==> config.mk <==
export PLATFORM = sky130hd
export DESIGN_NAME = frame_loader
export DESIGN_NICKNAME = d
export VERILOG_FILES = /design/src/rtl/lightcube_pkg.sv /design/src/rtl/frame_loader_timer.sv /design/src/rtl/frame_loader.sv
export SDC_FILE = /design/constraint.sdc
export NUM_CORES = 2
export LEC_CHECK = 0
export CORE_ASPECT_RATIO = 0.7
export CORE_MARGIN = 1.5
export CORE_UTILIZATION = 48
export DETAILED_ROUTE_END_ITERATION = 7
export HOLD_SLACK_MARGIN = 0.15
export PLACE_DENSITY = 0.68
export REMOVE_ABC_BUFFERS = 1
export SLEW_MARGIN = 20
export SYNTH_ARGS = -nofsm -noshare
export SYNTH_HDL_FRONTEND = slang
export SYNTH_SLANG_ARGS = --single-unit
==> constraint.sdc <==
create_clock -name clk -period 2.9 [get_ports clk]
set_input_delay 0.87 -clock clk [delete_from_list [all_inputs] [get_ports clk]]
set_output_delay 0.87 -clock clk [all_outputs]
set_load 0.01 [all_outputs]
==> src/rtl/lightcube_pkg.sv <==
// Shared constants and types for the light-cube datapath.
// Holds the frame size, default sync byte and the frame_loader state encoding.
package lightcube_pkg;

  localparam int unsigned FRAME_BYTES = 64;
  localparam logic [7:0]  SYNC_BYTE_DEFAULT = 8'hA5;

  typedef enum logic [1:0] {
    StIdle,
    StLoad,
    StCheck,
    StCommit
  } fl_state_e;

endpackage

==> src/rtl/frame_loader_timer.sv <==
// Saturating inter-byte timeout counter for frame_loader.
// A TIMEOUT_CYCLES of 0 disables expiry entirely.
module frame_loader_timer #(
  parameter int unsigned TIMEOUT_CYCLES = 1_000_000
) (
  input  logic clk_i,
  input  logic rst_ni,
  input  logic clear_i,
  input  logic enable_i,
  output logic expired_o
);

  localparam int unsigned CntW = (TIMEOUT_CYCLES == 0) ? 1 : $clog2(TIMEOUT_CYCLES + 1);
  localparam logic [CntW-1:0] Limit = CntW'(TIMEOUT_CYCLES);

  logic [CntW-1:0] cnt_q, cnt_d;

  always_comb begin
    cnt_d = cnt_q;
    if (clear_i) begin
      cnt_d = '0;
    end else if (enable_i && (cnt_q != Limit)) begin
      cnt_d = cnt_q + CntW'(1);
    end
  end

  always_ff @(posedge clk_i or negedge rst_ni) begin
    if (!rst_ni) begin
      cnt_q <= '0;
    end else begin
      cnt_q <= cnt_d;
    end
  end

  assign expired_o = (TIMEOUT_CYCLES != 0) && (cnt_q == Limit);

endmodule

==> src/rtl/frame_loader.sv <==
// Sync-hunting byte-stream loader with atomic back-to-front frame commit.
// Define FRAME_LOADER_CHECKSUM_EN to require a modulo-256 checksum byte after the data.
module frame_loader
  import lightcube_pkg::*;
#(
  parameter logic [7:0]  SYNC_BYTE      = SYNC_BYTE_DEFAULT,
  parameter int unsigned TIMEOUT_CYCLES = 1_000_000
) (
  input  logic         clk,
  input  logic         rst_n,
  input  logic [7:0]   in_data,
  input  logic         in_valid,
  output logic         in_ready,
  output logic [511:0] frame_cube_flat,
  output logic         frame_done,
  output logic         frame_err,
  output logic [7:0]   frame_cnt
);

  fl_state_e  state_q, state_d;
  logic [5:0] idx_q, idx_d;
  logic [7:0] back_q  [FRAME_BYTES];
  logic [7:0] back_d  [FRAME_BYTES];
  logic [7:0] front_q [FRAME_BYTES];
  logic [7:0] front_d [FRAME_BYTES];
  logic [7:0] cnt_q, cnt_d;
  logic       done_q, done_d;
  logic       err_q, err_d;
  logic       run_q;
`ifdef FRAME_LOADER_CHECKSUM_EN
  logic [7:0] sum_q, sum_d;
`endif

  logic xfer;
  logic expired;

  // run_q keeps in_ready low while in reset and through the first edge after it.
  assign in_ready = run_q && (state_q != StCommit);
  assign xfer     = in_valid && in_ready;

  frame_loader_timer #(
    .TIMEOUT_CYCLES(TIMEOUT_CYCLES)
  ) u_timer (
    .clk_i    (clk),
    .rst_ni   (rst_n),
    .clear_i  (xfer || (state_q == StIdle)),
    .enable_i ((state_q == StLoad) || (state_q == StCheck)),
    .expired_o(expired)
  );

  always_comb begin
    state_d = state_q;
    idx_d   = idx_q;
    back_d  = back_q;
    front_d = front_q;
    cnt_d   = cnt_q;
    done_d  = 1'b0;
    err_d   = 1'b0;
`ifdef FRAME_LOADER_CHECKSUM_EN
    sum_d   = sum_q;
`endif
    case (state_q)
      StIdle: begin
        if (xfer && (in_data == SYNC_BYTE)) begin
          state_d = StLoad;
          idx_d   = '0;
`ifdef FRAME_LOADER_CHECKSUM_EN
          sum_d   = '0;
`endif
        end
      end
      StLoad: begin
        // A transfer beats a simultaneous timeout expiry.
        if (xfer) begin
          back_d[idx_q] = in_data;
          idx_d         = idx_q + 6'd1;
`ifdef FRAME_LOADER_CHECKSUM_EN
          sum_d         = sum_q + in_data;
          if (idx_q == 6'd63) state_d = StCheck;
`else
          if (idx_q == 6'd63) state_d = StCommit;
`endif
        end else if (expired) begin
          state_d = StIdle;
          err_d   = 1'b1;
        end
      end
      StCheck: begin
`ifdef FRAME_LOADER_CHECKSUM_EN
        if (xfer) begin
          if (in_data == sum_q) begin
            state_d = StCommit;
          end else begin
            state_d = StIdle;
            err_d   = 1'b1;
          end
        end else if (expired) begin
          state_d = StIdle;
          err_d   = 1'b1;
        end
`else
        state_d = StIdle;
`endif
      end
      StCommit: begin
        front_d = back_q;
        cnt_d   = cnt_q + 8'd1;
        done_d  = 1'b1;
        state_d = StIdle;
      end
      default: state_d = StIdle;
    endcase
  end

  always_ff @(posedge clk or negedge rst_n) begin
    if (!rst_n) begin
      state_q <= StIdle;
      idx_q   <= '0;
      back_q  <= '{default: '0};
      front_q <= '{default: '0};
      cnt_q   <= '0;
      done_q  <= 1'b0;
      err_q   <= 1'b0;
      run_q   <= 1'b0;
`ifdef FRAME_LOADER_CHECKSUM_EN
      sum_q   <= '0;
`endif
    end else begin
      state_q <= state_d;
      idx_q   <= idx_d;
      back_q  <= back_d;
      front_q <= front_d;
      cnt_q   <= cnt_d;
      done_q  <= done_d;
      err_q   <= err_d;
      run_q   <= 1'b1;
`ifdef FRAME_LOADER_CHECKSUM_EN
      sum_q   <= sum_d;
`endif
    end
  end

  for (genvar i = 0; i < FRAME_BYTES; i++) begin : g_flat
    assign frame_cube_flat[8*i +: 8] = front_q[i];
  end

  assign frame_done = done_q;
  assign frame_err  = err_q;
  assign frame_cnt  = cnt_q;

endmodule

Yosys cells after proc, flatten, opt, wreduce, memory -nomap -nowiden
Cells that the tools add are included.

word-level totals
  flip-flop bits (word level) = 1063
  bits of input ports = 11
  output and inout bits = 523

operators by class
  add/subtract/negate cells = 3
  magnitude comparators = 2
  equal/unequal tests = 12
  muxes and demuxes = 17
  bitwise operators = 1
  reduce and logical (&&, ||, !) cells = 14

operator list
  operator               count
  $bwmux 512             1
  $demux 8 s6            1
  $mux 20                2
  $add 20x1->20 const B  1
  $eq 20x20->1 const B   1
  $ne 20x20->1 const B   1
  $mux 6                 2
  $pmux 6 s2             1
  $add 8x1->8 const B    1
  $eq 8x8->1 const B     1
  $mux 2                 4
  $mux 8                 1
  $ge 7x7->1 const B     1
  $lt 7x1->1 const B     1
  $not 6->7              1
  $add 6x1->6 const B    1
  $eq 6x6->1 const B     1
  $pmux 2 s3             1
  $reduce_and 3->1       2
  $logic_and 1x1->1      5
  $eq 2x2->1 const B     2
  $mux 1                 4
  $ne 2x2->1 const B     2
  $reduce_bool 2->1      2
  other kinds (8)        9

Longest topological paths before layout
  depth in word-level cells = 6
  gate-level depth with buffers = 8
  gate-level depth less buffers = 7

By module
A second synthesis with hierarchy kept.

second synthesis, totals
  cell total of the unflattened synthesis = 2497
  area total of the unflattened synthesis = 40786.6 sq um

by module, submodules not included
  module              instances  cells each  area each (sq um)
  frame_loader        1          2359        39535.4
  frame_loader_timer  1          138         1251.2

Worst setup path after synthesis
OpenSTA, ideal clock, no wires.

  path kind = register -> output
  from = register state_q[0]
  to = output port in_ready
  data arrival time = 1533 ps
  slack = 497 ps
  cell stages (with the launch flop) = 6
  path buffers = 3
  cells stage by stage = dfrtp_1 -> ha_1 -> clkbuf_1 -> clkbuf_1 -> buf_1 -> nor2b_1

on the way
  word-level cells in the longest chain between the ends = 2

ends and longest elaborated chain
  what                      RTL line             source
  start: declaration        frame_loader.sv:20   fl_state_e state_q, state_d;
  start signal: assignment  frame_loader.sv:117  state_q <= StIdle;
  start signal: assignment  frame_loader.sv:129  state_q <= state_d;
  $ne 2x2->1                frame_loader.sv:38   assign in_ready = run_q && (state_q != StCommit);
  $logic_and 1x1->1         frame_loader.sv:38
  end: declaration          frame_loader.sv:13   output logic in_ready,

Every way passes these cells.

Final worst setup path
Ends and elaborated chain as after synthesis.

==> metrics <==
Comb power frac 6.3%; Slew @ Worst Pin 785.4 ps; Clock Tree Root clkbuf_16; final max-slew violation count 0; number of cells on the critical path 3; Starting Density 48.74%; Detail Placement HPWL 67690 um; DR iter-0 viols 1259; IO buf count 533; IO Count 534; postcts setup bufs 0; Crit Path Class reg -> out; Post-synth top cells 1063 x dfrtp_1, 1024 x mux2_2, 119 x clkbuf_1; Routed WL per cell 23.96 um; Avg Synthesized Cell Area 16.18 um2; Area contributors post-synth dfrtp_1 66%, mux2_2 29%, clkbuf_1 1.1%; top cell type by total area after synthesis dfrtp_1; synthesized cell area 40410 um2; initial antenna violation count 6; WP buf/inv 1; skew final 28.31 ps; Internal 24.18 mW; Switching Power 7.193 mW; top-count cell post-synth dfrtp_1; Seq/Total Area, Yosys 65.82%; Post-synth EDFFs 0; Max Root-Sink Buffers 3; Tmin final 2689 ps; Worst-path clk slew 70 ps; DRT Pass-1 Iters 5; Netlist cell types 55; share of layout cells above drive strength 1 43.36%; vias in the first global route 24660; Die Area 85970 um2; max-cap viol count 0; total power 31.37 mW; CTS buffer count 100; P_leak 25.13 nW; Yosys reg bits 1063; Sw Ratio 22.93%; CP arrival 1820 ps; # fillers 6002; outcome finished, final reports clean; nets 3122; grt ovf 0; Synth async-reset ratio 100.0%; DRC viols 0; vias post-DR 23030; Slew Limit Headroom 47.64%; Core Footprint 82910 um2; placer congestion estimate 0.7847; Layout Utilization 62.17%; Routed Antenna Nets 0; via/cell ratio 5.341; cell family contributing the most delay on the critical path flip-flops; latest clock arrival within the worst-skew pair 670 ps; worst min path class reg -> reg; Rows 88; Post-Synthesis Cells 2497; sequential fraction of design power 50.1%; Clock Power Share 43.6%; synth warn 0; GRT Overall Usage 24.23%; area delta synth->final 27.54%; Synth Flop Type dfrtp_1; Power per Cell Area 608.6 nW/um2; H-tree lvl count 3; worst-path fanout max 8; CTS tree yes; Max Clk Rate 371.8 MHz; largest net degree at the start of global routing 133; final hold viol count 0; CP Data Required Time 2030 ps; Die X 349.8 um; R2R depth 4; critical path's slowest cell dfrtp_1; worst path cell trace ha_4 > nor2b_1 > dlygate4sd2_1; RSZ-0062 raised after global routing no; Startpoint Class register; Slowest Stage Delay on Critical Path 450 ps; DRT Wirelength 103300 um; Setup Viol. Count Final 0; CTS sink cnt 1063; post-place setup slack -58.12 ps; Hold Path Cell Cnt 1; chip height 245.8 um; maximum VDD drop 432.0 uV; first-pass GRT wire length 156800 um; post-synth top area share 65.82%; Final WS setup 210.7 ps; Setup crit end kind primary output; period utilisation layout 92.73%
[sequential cells by signal (all words and copies together), names as in the netlist]
signal,cells
idx_q,6
run_q,1
frame_err,1
state_q,2
u_timer.cnt_q,20
frame_done,1
frame_cnt,8
back_q,512
frame_cube_flat,512
[stage by stage]
| stage | instances | hold slack (ps) | cell area [um2] | TNS, ps |
|---|---|---|---|---|
| final | 4311 | 474.5 | 51540 | 0 |
| after global routing | 4310 | 491.4 | 51540 | 0 |
| after global placement | 4125 | 457.8 | 48080 | -382.8 |
| after detailed placement | 4125 | 465.2 | 48080 | -3240 |
| after CTS | 4310 | 476.4 | 51540 | 0 |
| after floorplan | 2358 | 458.5 | 39850 | - |
[power groups by stage]
stage	Combinational, mW	Sequential [mW]	Clock [mW]
2_1_floorplan	0.943	15.9	0
3_3_place_gp	1.93	15.9	0
3_5_place_dp	2.00	16.0	0
4_1_cts	2.01	15.7	14.0
5_1_grt	2.16	15.8	14.6
6_report	1.98	15.7	13.7
[final cells by class]
cell class	instances	area [um2]	share of cell area, %
Sequential cell	1063	26600	51.61
Tap cell	1125	1408	2.731
Clock buffer	147	2933	5.690
Timing Repair Buffer	643	6810	13.21
Clock inverter	37	523.0	1.015
Multi-Input combinational cell	1288	13240	25.69
Inverter	7	26.28	0.05098
Antenna cell	1	2.502	0.004855
[worst paths after layout]
check | endpoint | slack, ps | start
worst max-delay path | in_ready | 210 | state_q[0]
worst min-delay path | frame_cnt[7] | 470 | frame_cnt[7]
worst max register to register | frame_cube_flat[477] | 340 | state_q[0]
worst min register to register | frame_cnt[7] | 470 | frame_cnt[7]
max in group asynchronous | back_q[278] | 1190 | rst_n
min in group asynchronous | back_q[417] | 680 | rst_n
[layer usage]
metal | GRT usage, % | routed length [um] | up-vias
met1 | 33.73 | 45750 | 12260
met5 | 0 | 0 | -
met3 | 3.896 | 4291 | 180
met4 | 8.363 | 3378 | 0
met2 | 38.81 | 49860 | 530
li1 | - | - | 10060
[timing repair]
item                                    in CTS  in global routing
resized for setup                            1                  0
hold buffers                                 1                  0
hold endpoints to repair                    12                  0
endpoints found under the setup margin       1                  0
[placed cells by master (no fill, tap or decap), types with 14 or more instances in the layout]
cell	instances
buf_12	53
nand2_1	24
nand2_2	32
clkbuf_16	103
clkinv_2	18
nand3_1	14
mux2_2	1024
clkbuf_1	25
clkbuf_8	19
clkdlybuf4s50_1	523
nor2_1	24
dfrtp_1	1063
nor2_2	33
buf_4	64
[kinds of logic after synthesis]
kind of cell	Yosys count	share of synthesized area, %
AND/OR/NAND/NOR	196	2.855
other	1	0.009279
multiplexers	1027	28.61
AO/OA/AOI/OAI	40	0.6409
adder cells (fa/ha/maj)	8	0.2477
buffers and inverters	146	1.471
flip-flops	1063	65.82
XOR/XNOR	16	0.3467
(Power assumes the default switching activity.)
